[src/rtl/led_sequence_ctrl.sv]
// Button-driven LED sequencer: synchronizes and debounces four active-low buttons,
// turns each press into one command and steps an 8-bit counter/rotate pattern.
module led_sequence_ctrl #(
    parameter int DEBOUNCE_CYCLES = 2_000_000,
    parameter int TICK_CYCLES     = 20_000_000
) (
    input  logic       clk,
    input  logic       reset,
    input  logic [3:0] button,
    output logic [7:0] led,
    output logic       run,
    output logic       dir_down,
    output logic       shift_mode
);

    localparam int DW = (DEBOUNCE_CYCLES > 2) ? $clog2(DEBOUNCE_CYCLES) : 1;
    localparam int TW = (TICK_CYCLES > 2) ? $clog2(TICK_CYCLES) : 1;
    localparam logic [DW-1:0] DEB_LAST  = DW'(DEBOUNCE_CYCLES - 1);
    localparam logic [TW-1:0] TICK_LAST = TW'(TICK_CYCLES - 1);

    typedef enum logic [1:0] {
        IDLE  = 2'd0,
        RUN   = 2'd1,
        PAUSE = 2'd2
    } state_t;

    logic [3:0]    sync1_q;
    logic [3:0]    sync2_q;
    logic [3:0]    deb_q;
    logic [3:0]    press_q;
    logic [DW-1:0] cnt_q [4];

    state_t        state_q;
    logic [7:0]    value_q;
    logic [7:0]    value_d;
    logic [TW-1:0] presc_q;
    logic          run_q;
    logic          dir_q;
    logic          mode_q;

    logic          cmd_start;
    logic          cmd_dir;
    logic          cmd_mode;
    logic          cmd_clear;

    // A level is accepted only after DEBOUNCE_CYCLES consecutive disagreeing samples;
    // the press pulse is raised on the same edge the debounced level falls.
    always_ff @(posedge clk or posedge reset) begin
        if (reset) begin
            sync1_q <= '1;
            sync2_q <= '1;
            deb_q   <= '1;
            press_q <= '0;
            for (int i = 0; i < 4; i++) cnt_q[i] <= '0;
        end else begin
            sync1_q <= button;
            sync2_q <= sync1_q;
            press_q <= '0;
            for (int i = 0; i < 4; i++) begin
                if (sync2_q[i] != deb_q[i]) begin
                    if (cnt_q[i] == DEB_LAST) begin
                        cnt_q[i]   <= '0;
                        deb_q[i]   <= sync2_q[i];
                        press_q[i] <= ~sync2_q[i];
                    end else begin
                        cnt_q[i] <= cnt_q[i] + 1'b1;
                    end
                end else begin
                    cnt_q[i] <= '0;
                end
            end
        end
    end

    // Lowest-index press wins; the rest are dropped.
    always_comb begin
        cmd_start = 1'b0;
        cmd_dir   = 1'b0;
        cmd_mode  = 1'b0;
        cmd_clear = 1'b0;
        if (press_q[0])      cmd_start = 1'b1;
        else if (press_q[1]) cmd_dir   = 1'b1;
        else if (press_q[2]) cmd_mode  = 1'b1;
        else if (press_q[3]) cmd_clear = 1'b1;
    end

    always_comb begin
        value_d = value_q;
        if (!mode_q) begin
            value_d = dir_q ? value_q - 8'd1 : value_q + 8'd1;
        end else if (value_q == 8'h00) begin
            value_d = 8'h01;
        end else begin
            value_d = dir_q ? {value_q[0], value_q[7:1]} : {value_q[6:0], value_q[7]};
        end
    end

    always_ff @(posedge clk or posedge reset) begin
        if (reset) begin
            state_q <= IDLE;
            value_q <= '0;
            presc_q <= '0;
            run_q   <= 1'b0;
            dir_q   <= 1'b0;
            mode_q  <= 1'b0;
        end else begin
            if (cmd_dir)  dir_q  <= ~dir_q;
            if (cmd_mode) mode_q <= ~mode_q;
            case (state_q)
                IDLE: begin
                    value_q <= '0;
                    presc_q <= '0;
                    if (cmd_start) begin
                        state_q <= RUN;
                        run_q   <= 1'b1;
                    end
                end
                RUN: begin
                    if (cmd_start) begin
                        state_q <= PAUSE;
                        run_q   <= 1'b0;
                    end else if (cmd_clear) begin
                        state_q <= IDLE;
                        run_q   <= 1'b0;
                        value_q <= '0;
                        presc_q <= '0;
                    end else if (presc_q == TICK_LAST) begin
                        presc_q <= '0;
                        value_q <= value_d;
                    end else begin
                        presc_q <= presc_q + 1'b1;
                    end
                end
                PAUSE: begin
                    if (cmd_start) begin
                        state_q <= RUN;
                        run_q   <= 1'b1;
                    end else if (cmd_clear) begin
                        state_q <= IDLE;
                        value_q <= '0;
                        presc_q <= '0;
                    end
                end
                default: begin
                    state_q <= IDLE;
                    run_q   <= 1'b0;
                    value_q <= '0;
                    presc_q <= '0;
                end
            endcase
        end
    end

    assign led        = ~value_q;
    assign run        = run_q;
    assign dir_down   = dir_q;
    assign shift_mode = mode_q;

endmodule

[config.mk]
export PLATFORM = sky130hd
export DESIGN_NAME = led_sequence_ctrl
export DESIGN_NICKNAME = d
export VERILOG_FILES = /design/src/rtl/led_sequence_ctrl.sv
export SDC_FILE = /design/constraint.sdc
export NUM_CORES = 1
export LEC_CHECK = 0
export ABC_CLOCK_PERIOD_IN_PS = 6350
export BUFFER_PORTS_ARGS = -buffer_cell sky130_fd_sc_hd__buf_2
export CORE_ASPECT_RATIO = 1.5
export CORE_UTILIZATION = 55
export CTS_CLUSTER_SIZE = 14
export DETAILED_ROUTE_END_ITERATION = 12
export PLACE_DENSITY = 0.67
export REMOVE_ABC_BUFFERS = 1
export SLEW_MARGIN = 0
export SYNTH_ARGS = -nofsm -noshare
export SYNTH_HDL_FRONTEND = slang
export SYNTH_SLANG_ARGS = --single-unit
[constraint.sdc]
create_clock -name clk -period 6.35 [get_ports clk]
set_input_delay 1.27 -clock clk [delete_from_list [all_inputs] [get_ports clk]]
set_output_delay 1.27 -clock clk [all_outputs]
set_load 0.01 [all_outputs]
==> results.rst, run 1 <==
.. list-table::
   :header-rows: 1

   * - Metric
     - Value
   * - Result of the run
     - complete, no violations
   * - Depth of the most critical reg-to-reg path
     - 6
   * - Class of the tightest hold or removal check
     - flip-flop to flip-flop
   * - Number of antenna diodes
     - 0
   * - Synth cell types
     - 57
   * - Number of setup buffers added after CTS
     - 0
   * - Classification of the worst setup path
     - flip-flop to output pin
   * - Required time worst endpoint
     - between 5 and 6 ns
   * - Total number of placement rows
     - 50
   * - Total setup violations reported at the end of the flow
     - 0
   * - Count of cells along the worst hold path
     - 0
   * - Post-CTS resize count
     - 0
   * - Fraction of layout cells with a size suffix above 1
     - under 10%
   * - Buffers added on ports
     - 16
   * - Number of buffer and inverter stages on the critical path
     - 1
   * - Nets@finish
     - 752
   * - Cell class contributing the biggest share of worst-path delay
     - flip-flops
   * - Skew-Pair Late Insertion Delay
     - between 0.4 and 0.5 ns
   * - Vertical die dimension
     - 140.4 um
   * - First-pass GRT wire length
     - 22.95 mm
   * - Number of vias after detailed routing
     - approximately 5100
   * - Layout Skew
     - 0.007347 ns
   * - Routed Antenna Nets
     - 0
   * - CTS buffer count
     - 17
   * - Violation count after the first detailed-routing iteration
     - 344
   * - Vias in the first global route
     - between 5000 and 6000
   * - Largest cells by area after synthesis
     - sky130_fd_sc_hd__dfrtp_1 45%, sky130_fd_sc_hd__xnor2_1 6.9%, sky130_fd_sc_hd__nor2_1 6.8%, sky130_fd_sc_hd__xor2_1 6.7%, sky130_fd_sc_hd__dfstp_2 4.5%
   * - Yosys synthesis warning count
     - 0
   * - Fill cells
     - 1068
   * - Setup crit start kind
     - flip-flop
   * - Transition time at the pin with the least slew margin
     - 0.9788 ns
   * - Instance count of the mapped netlist
     - 718
   * - Power density cells
     - between 200 and 250 nW/um^2
   * - Number of hold-slack violations in the final timing report
     - 0
   * - Layout area overhead
     - 10.37%
   * - Total negative slack for setup checks
     - 0 ns
   * - Count of flip-flops with a built-in enable after synthesis
     - 0
   * - Element type at the critical path end
     - output pin
   * - Horizontal extent of the die
     - 94.26 um
   * - Placeable Area
     - 12450 um^2
   * - Starting density of the core
     - between 50% and 60%
   * - Data arrival, critical path
     - roughly 1.5 ns
   * - Area enclosed by the die boundary
     - 13230 um^2
   * - Flip-flop cell with the highest count after synthesis
     - sky130_fd_sc_hd__dfrtp_1
   * - H-tree level count
     - 4
   * - Post-detailed-placement half-perimeter wirelength
     - 8.890 mm
   * - Final Non-Filler Cells
     - 901
   * - Highest ir drop seen on vdd
     - 0.0001594 V
   * - Reported max-cap violation count
     - 0
   * - Total global routing track utilization
     - between 20% and 30%
   * - Final Max Slew Viols
     - 0
   * - Share of the synthesized area in the top cell type
     - 44.90%
   * - CTS root buf
     - sky130_fd_sc_hd__clkbuf_16
   * - Peak clock frequency supported by timing
     - 355.5 MHz
   * - Synthesis-stage register bit count
     - 138
   * - Num ports
     - 17
   * - Total congestion overflow after global routing
     - 0
   * - Initial antenna violation count
     - 0
   * - Period Utilization, post-route
     - 44.30%
   * - Clock-pin slew of the registers on the worst-case setup and hold paths
     - 0.06 ns
   * - Sequential fraction of the synthesis area
     - between 40% and 50%
   * - Post-detailed-route DRC marker count
     - 0
   * - Delay of the slowest cell on the worst path
     - roughly 0.88 ns
   * - Final RePlAce weighted congestion
     - 0.8050
   * - Leakage component of the power
     - 3.154 nW
   * - Sequence of cells on the critical path
     - buf_2
   * - Pre-antenna DRT Iters
     - 5
   * - Post-synthesis instance area
     - 7022 um^2
   * - Aggregate routed wire length
     - 13.17 mm
   * - Clock sink total
     - 138
   * - Number of vias per cell after detailed routing
     - 5.669
   * - Number of placed instances with taps included
     - 871
   * - CTS hold repair buffers
     - 0
   * - Mean Syn Cell Area
     - 9.780 um^2
   * - Cell count along the critical path
     - 1
   * - Biggest fanout along the worst timing path
     - 25
   * - Worst max-slew margin expressed relative to the limit
     - 34.45%
   * - Cell taking the most area after synthesis
     - sky130_fd_sc_hd__dfrtp_1
   * - Number of buffers on the longest clock path
     - 2
   * - Top metal layer carrying routed signals
     - met4
   * - Met2 routed WL
     - 6.907 mm
   * - Wire per inst
     - 14.62 um
   * - Largest net degree at the start of global routing
     - 74
   * - Highest-delay cell along the critical path
     - sky130_fd_sc_hd__dfrtp_1
   * - Final worst path period need
     - 2.813 ns
   * - Clock tree from TritonCTS
     - built
   * - Async set-or-reset flop fraction in the synthesized netlist
     - 100.0%
   * - Met3 WL post-DR
     - between 300 and 400 um
   * - Setup repair after global routing missed its margin
     - no
   * - Total routed wire length on the met1 layer
     - 5.742 mm
## final cells by class
type / count / area (um^2) / share of cell area, %
clock buffers: 23 / 478.0 / 6.167
clock inverters: 7 / 68.82 / 0.8880
inverters: 22 / 87.58 / 1.130
multi-input cells: 537 / 3357 / 43.32
flip-flops and latches: 138 / 3468 / 44.75
well taps: 156 / 195.2 / 2.519
repair buffers: 18 / 95.09 / 1.227
## metal layers
metal | vias to the layer above | global-route usage (%)
met5 | - | 0
met2 | 81 | 38.02
met1 | 2480 | 26.42
met3 | 20 | 4.343
li1 | 2527 | -
met4 | 0 | 8.259
## state kept, by name, indices dropped and copies added (netlist names)
signal	count
cnt_q	84
presc_q	25
value_q	8
deb_q	4
press_q	4
sync1_q	4
sync2_q	4
state_q	2
dir_down	1
run	1
shift_mode	1
## layout by cell type, fill, tap and decap left out, types with 4 or more instances in the layout
| cell type | n |
|---|---|
| sky130_fd_sc_hd__nor4_1 | 19 |
| sky130_fd_sc_hd__nand3_1 | 26 |
| sky130_fd_sc_hd__xnor2_1 | 55 |
| sky130_fd_sc_hd__inv_1 | 21 |
| sky130_fd_sc_hd__and4_1 | 6 |
| sky130_fd_sc_hd__nand2_1 | 49 |
| sky130_fd_sc_hd__nand4_1 | 42 |
| sky130_fd_sc_hd__mux2_2 | 5 |
| sky130_fd_sc_hd__dfrtp_1 | 126 |
| sky130_fd_sc_hd__o31ai_1 | 4 |
| sky130_fd_sc_hd__ha_1 | 11 |
| sky130_fd_sc_hd__o21ai_0 | 18 |
| sky130_fd_sc_hd__and3_1 | 10 |
| sky130_fd_sc_hd__buf_2 | 16 |
| sky130_fd_sc_hd__and2_1 | 7 |
| sky130_fd_sc_hd__nor2_1 | 128 |
| sky130_fd_sc_hd__o211ai_1 | 7 |
| sky130_fd_sc_hd__or4_1 | 5 |
| sky130_fd_sc_hd__nor3b_1 | 6 |
| sky130_fd_sc_hd__nand2b_1 | 6 |
| sky130_fd_sc_hd__xor2_1 | 54 |
| sky130_fd_sc_hd__nor3_1 | 22 |
| sky130_fd_sc_hd__clkbuf_16 | 17 |
| sky130_fd_sc_hd__nor4b_1 | 4 |
| sky130_fd_sc_hd__dfstp_2 | 12 |
| sky130_fd_sc_hd__a21oi_1 | 7 |
## final timing paths
path	startpoint	end	slack (ns)
worst min register to register	sync1_q[0]	sync2_q[0]	0.35
min in group asynchronous	reset	cnt_q[45]	0.93
worst max-delay path	dir_down	dir_down	3.54
max in group asynchronous	reset	cnt_q[40]	4.07
worst min-delay path	sync1_q[0]	sync2_q[0]	0.35
worst max register to register	dir_down	value_q[7]	3.69
## per-stage QoR
stage	utilization, %	total power, mW	hold slack [ns]	setup WS [ns]	cell area [um^2]
floorplan	-	0.9421	0.3452	1.404	6908
global placement	57.86	0.9542	0.3464	3.594	7203
detailed placement	57.86	0.9554	0.3478	3.562	7203
finish	62.25	1.849	0.3527	3.537	7750
CTS	62.25	1.872	0.3563	3.509	7750
global route	62.25	1.918	0.3570	3.385	7750
## kinds of logic after synthesis
family | Yosys count | share of synthesized area, %
simple gates | 354 | 25.66
flops | 138 | 49.39
xor+xnor | 109 | 13.60
compound gates | 56 | 5.364
buf+inv | 43 | 2.797
fa+ha+maj | 12 | 2.245
mux | 6 | 0.9444
## report_power, final
| group | leakage, nW | internal, mW | total (mW) | switching [mW] |
|---|---|---|---|---|
| sequential | 1.88 | 0.891 | 0.898 | 0.00741 |
| clock | 0.265 | 0.563 | 0.910 | 0.347 |
| combinational | 1.01 | 0.00913 | 0.0399 | 0.0307 |
## synthesized netlist by cell type (5+ instances only)
master                     count
sky130_fd_sc_hd__nor4_1       19
sky130_fd_sc_hd__and4_1        6
sky130_fd_sc_hd__dfrtp_1     126
sky130_fd_sc_hd__o211ai_1      7
sky130_fd_sc_hd__ha_1         11
sky130_fd_sc_hd__clkbuf_1      7
sky130_fd_sc_hd__a21oi_1       7
sky130_fd_sc_hd__nor3_1       22
sky130_fd_sc_hd__dfstp_2      12
sky130_fd_sc_hd__or4_1         5
sky130_fd_sc_hd__nor2_1      128
sky130_fd_sc_hd__and2_1        7
sky130_fd_sc_hd__mux2_2        5
sky130_fd_sc_hd__nor3b_1       6
sky130_fd_sc_hd__and3_1       10
sky130_fd_sc_hd__inv_1        22
sky130_fd_sc_hd__nand2_1      49
sky130_fd_sc_hd__nand2b_1      6
sky130_fd_sc_hd__nand4_1      42
sky130_fd_sc_hd__nand3_1      26
sky130_fd_sc_hd__buf_2         9
sky130_fd_sc_hd__xnor2_1      55
sky130_fd_sc_hd__xor2_1       54
sky130_fd_sc_hd__o21ai_0      18
(Power assumes the default switching activity.)
==> run 2, diff against run 1 <==
Settings changed: ABC_CLOCK_PERIOD_IN_PS 6350 to 2300, PLACE_DENSITY 0.67 to 0.7.
Clock period 6.35 ns to 2.3 ns, I/O delays scaled along.
==> results.rst, run 2 (synthesized netlist as in run 1, its figures left out) <==
.. list-table::
   :header-rows: 1

   * - Metric
     - Value
   * - Total number of placement rows
     - 50
   * - Final RePlAce weighted congestion
     - 0.8545
   * - Vertical die dimension
     - 140.4 um
   * - Register area
     - 3470 um^2
   * - Horizontal extent of the die
     - 94.26 um
   * - Num ports
     - 17
   * - Nets@finish
     - 782
   * - Area enclosed by the die boundary
     - ~13000 um^2
   * - Vias in the first global route
     - 5445
   * - Met3 WL post-DR
     - 401 um
   * - R2r setup slk
     - 0.14 ns
   * - Worst path most repeated cell
     - sky130_fd_sc_hd__o31ai_1
   * - Largest net degree at the start of global routing
     - 56
   * - Layout area overhead
     - 14.56%
   * - Most frequent cells in the layout
     - 128 x sky130_fd_sc_hd__nor2_1, 125 x sky130_fd_sc_hd__dfrtp_1, 55 x sky130_fd_sc_hd__xnor2_1, 54 x sky130_fd_sc_hd__xor2_1, 49 x sky130_fd_sc_hd__nand2_1
   * - Clock tree from TritonCTS
     - built
   * - Biggest fanout along the worst timing path
     - 10
   * - Total placed instance area
     - roughly 7500 um^2
   * - Number of hold-slack violations in the final timing report
     - 0
   * - Total congestion overflow after global routing
     - 0
   * - Post-detailed-route DRC marker count
     - 0
   * - Sequence of cells on the critical path
     - ha_1, and3_1, a2111oi_1, buf_4, o21a_1, o31ai_1, o31ai_1
   * - Top metal layer carrying routed signals
     - met4
   * - Post-detailed-placement half-perimeter wirelength
     - 9.833 mm
   * - Class of the tightest hold or removal check
     - primary input to async pin
   * - Multi-input combinational cell area
     - between 3000 and 4000 um^2
   * - Highest-delay cell along the critical path
     - sky130_fd_sc_hd__dfrtp_2
   * - CTS buffer count
     - 17
   * - Number of placed instances with taps included
     - around 900
   * - Clock-pin slew of the registers on the worst-case setup and hold paths
     - approximately 0.060 ns
   * - Total setup violations reported at the end of the flow
     - 0
   * - Final worst path period need
     - ~2.2 ns
   * - Post-route standard cell area excluding fillers
     - 8044 um^2
   * - Max reg flops
     - 84
   * - Initial antenna violation count
     - 0
   * - Top flop regs
     - cnt_q x84, presc_q x25, value_q x8
   * - Final Non-Filler Cells
     - 933
   * - Skew-Pair Late Insertion Delay
     - 0.42 ns
   * - Fraction of layout cells with a size suffix above 1
     - between 10 and 15%
   * - Worst max-slew margin expressed relative to the limit
     - 56.61%
   * - Pre-antenna DRT Iters
     - 4
   * - Total global routing track utilization
     - between 20% and 30%
   * - Result of the run
     - complete, no violations
   * - CTS hold repair buffers
     - 0
   * - Buffers added on ports
     - 16
   * - Classification of the worst setup path
     - flip-flop to flip-flop
   * - Post-Route Utilization
     - 64.61%
   * - Period Utilization, post-route
     - 93.70%
   * - Layout Skew
     - 0.005116 ns
   * - Required time worst endpoint
     - 2.63 ns
   * - Delay of the slowest cell on the worst path
     - 0.48 ns
   * - Number of vias per cell after detailed routing
     - approximately 5.7
   * - Number of vias after detailed routing
     - around 5400
   * - Routed Antenna Nets
     - 0
   * - Transition time at the pin with the least slew margin
     - 0.6508 ns
   * - R2r startpoint
     - dir_down
   * - Final Max Slew Viols
     - 0
   * - Peak clock frequency supported by timing
     - between 400 and 500 MHz
   * - Most common cell after layout, fill and taps aside
     - sky130_fd_sc_hd__nor2_1
   * - Depth of the most critical reg-to-reg path
     - 7
   * - CTS root buf
     - sky130_fd_sc_hd__clkbuf_16
   * - Met2 routed WL
     - approximately 7.6 mm
   * - Top register by number of flip-flops
     - cnt_q
   * - Critical register-to-register path endpoint
     - value_q[7]
   * - Starting density of the core
     - 56.40%
   * - Data arrival, critical path
     - 2.48 ns
   * - Violation count after the first detailed-routing iteration
     - around 250
   * - Fill cells
     - 1019
   * - Element type at the critical path end
     - flip-flop
   * - Highest ir drop seen on vdd
     - 0.0005099 V
   * - Leakage component of the power
     - 3.336 nW
   * - Placeable Area
     - 12450 um^2
   * - Aggregate routed wire length
     - 14.24 mm
   * - Clock sink total
     - roughly 140
   * - Total routed wire length on the met1 layer
     - around 6.0 mm
   * - Wire per inst
     - 15.26 um
   * - Cell class contributing the biggest share of worst-path delay
     - compound AO/OA/AOI/OAI gates
   * - Number of buffers on the longest clock path
     - 2
   * - H-tree level count
     - 4
   * - Number of antenna diodes
     - 0
   * - First-pass GRT wire length
     - 24.21 mm
   * - Reported max-cap violation count
     - 0
   * - Number of buffer and inverter stages on the critical path
     - 1
   * - Setup crit start kind
     - flip-flop
   * - Power density cells
     - between 600 and 700 nW/um^2
run 2: cell count changes in the layout (fill, tap and decap cells not counted), sizes merged:
cell and change:
inv +1, clkbuf -2, clkinv +2, buf +30, clkinvlp +1
run 2: worst max path at each step:
stage,start,slack [ns],endpoint,cells after the start
2_1_floorplan,reset,-1.84,cnt_q[0],1
3_3_place_gp,dir_down,0.14,value_q[7],8
3_5_place_dp,dir_down,0.1,value_q[7],8
4_1_cts,dir_down,0.05,value_q[6],7
5_1_grt,dir_down,-0.002,value_q[7],7
6_report,dir_down,0.14,value_q[7],7
run 2: timing repair:
| item | 4_1_cts | 5_1_grt |
|---|---|---|
| gates resized for setup | 0 | 5 |
| setup buffers | 0 | 0 |
| setup endpoints to repair | 0 | 6 |
run 2: routing by layer:
layer / vias up / global-route usage, %
li1: 2576 / -
met1: 2656 / 27.13
met2: 90 / 41.08
met3: 31 / 4.560
met4: 0 / 9.069
met5: - / 0
run 2: report_power, final:
| group | switching [mW] | leakage [nW] | internal, mW |
|---|---|---|---|
| Clock | 1.03 | 0.275 | 1.57 |
| Combinational | 0.0896 | 1.19 | 0.0383 |
| Sequential | 0.0210 | 1.87 | 2.46 |
| Total | 1.15 | 3.34 | 4.06 |
run 2: worst reg2reg max path, stage by stage (launching register included):
cell and delay [ns]:
sky130_fd_sc_hd__dfrtp_2 0.48, sky130_fd_sc_hd__ha_1 0.39, sky130_fd_sc_hd__and3_1 0.22, sky130_fd_sc_hd__a2111oi_1 0.39
sky130_fd_sc_hd__buf_4 0.18, sky130_fd_sc_hd__o21a_1 0.12, sky130_fd_sc_hd__o31ai_1 0.07, sky130_fd_sc_hd__o31ai_1 0.20
run 2: through the flow:
step / TNS [ns] / setup slack, ns / power, mW / hold WS (ns)
4_1_cts: 0 / 0.05030 / 5.261 / 0.1043
3_5_place_dp: 0 / 0.09871 / 2.656 / 0.3473
2_1_floorplan: -241.55 / -1.836 / 2.601 / 0.3452
3_3_place_gp: 0 / 0.1367 / 2.649 / 0.3457
6_report: 0 / 0.1449 / 5.209 / 0.09253
5_1_grt: -0.002084 / -0.002084 / 5.390 / 0.1260
run 2: area by class of cell:
cell class              count  share of cell area [%]
clock inverters            11                   1.182
flip-flops and latches    138                   43.13
repair buffers             48                   4.449
clock buffers              21                   5.848
inverters                  22                   1.089
multi-input cells         537                   41.87
well taps                 156                   2.427
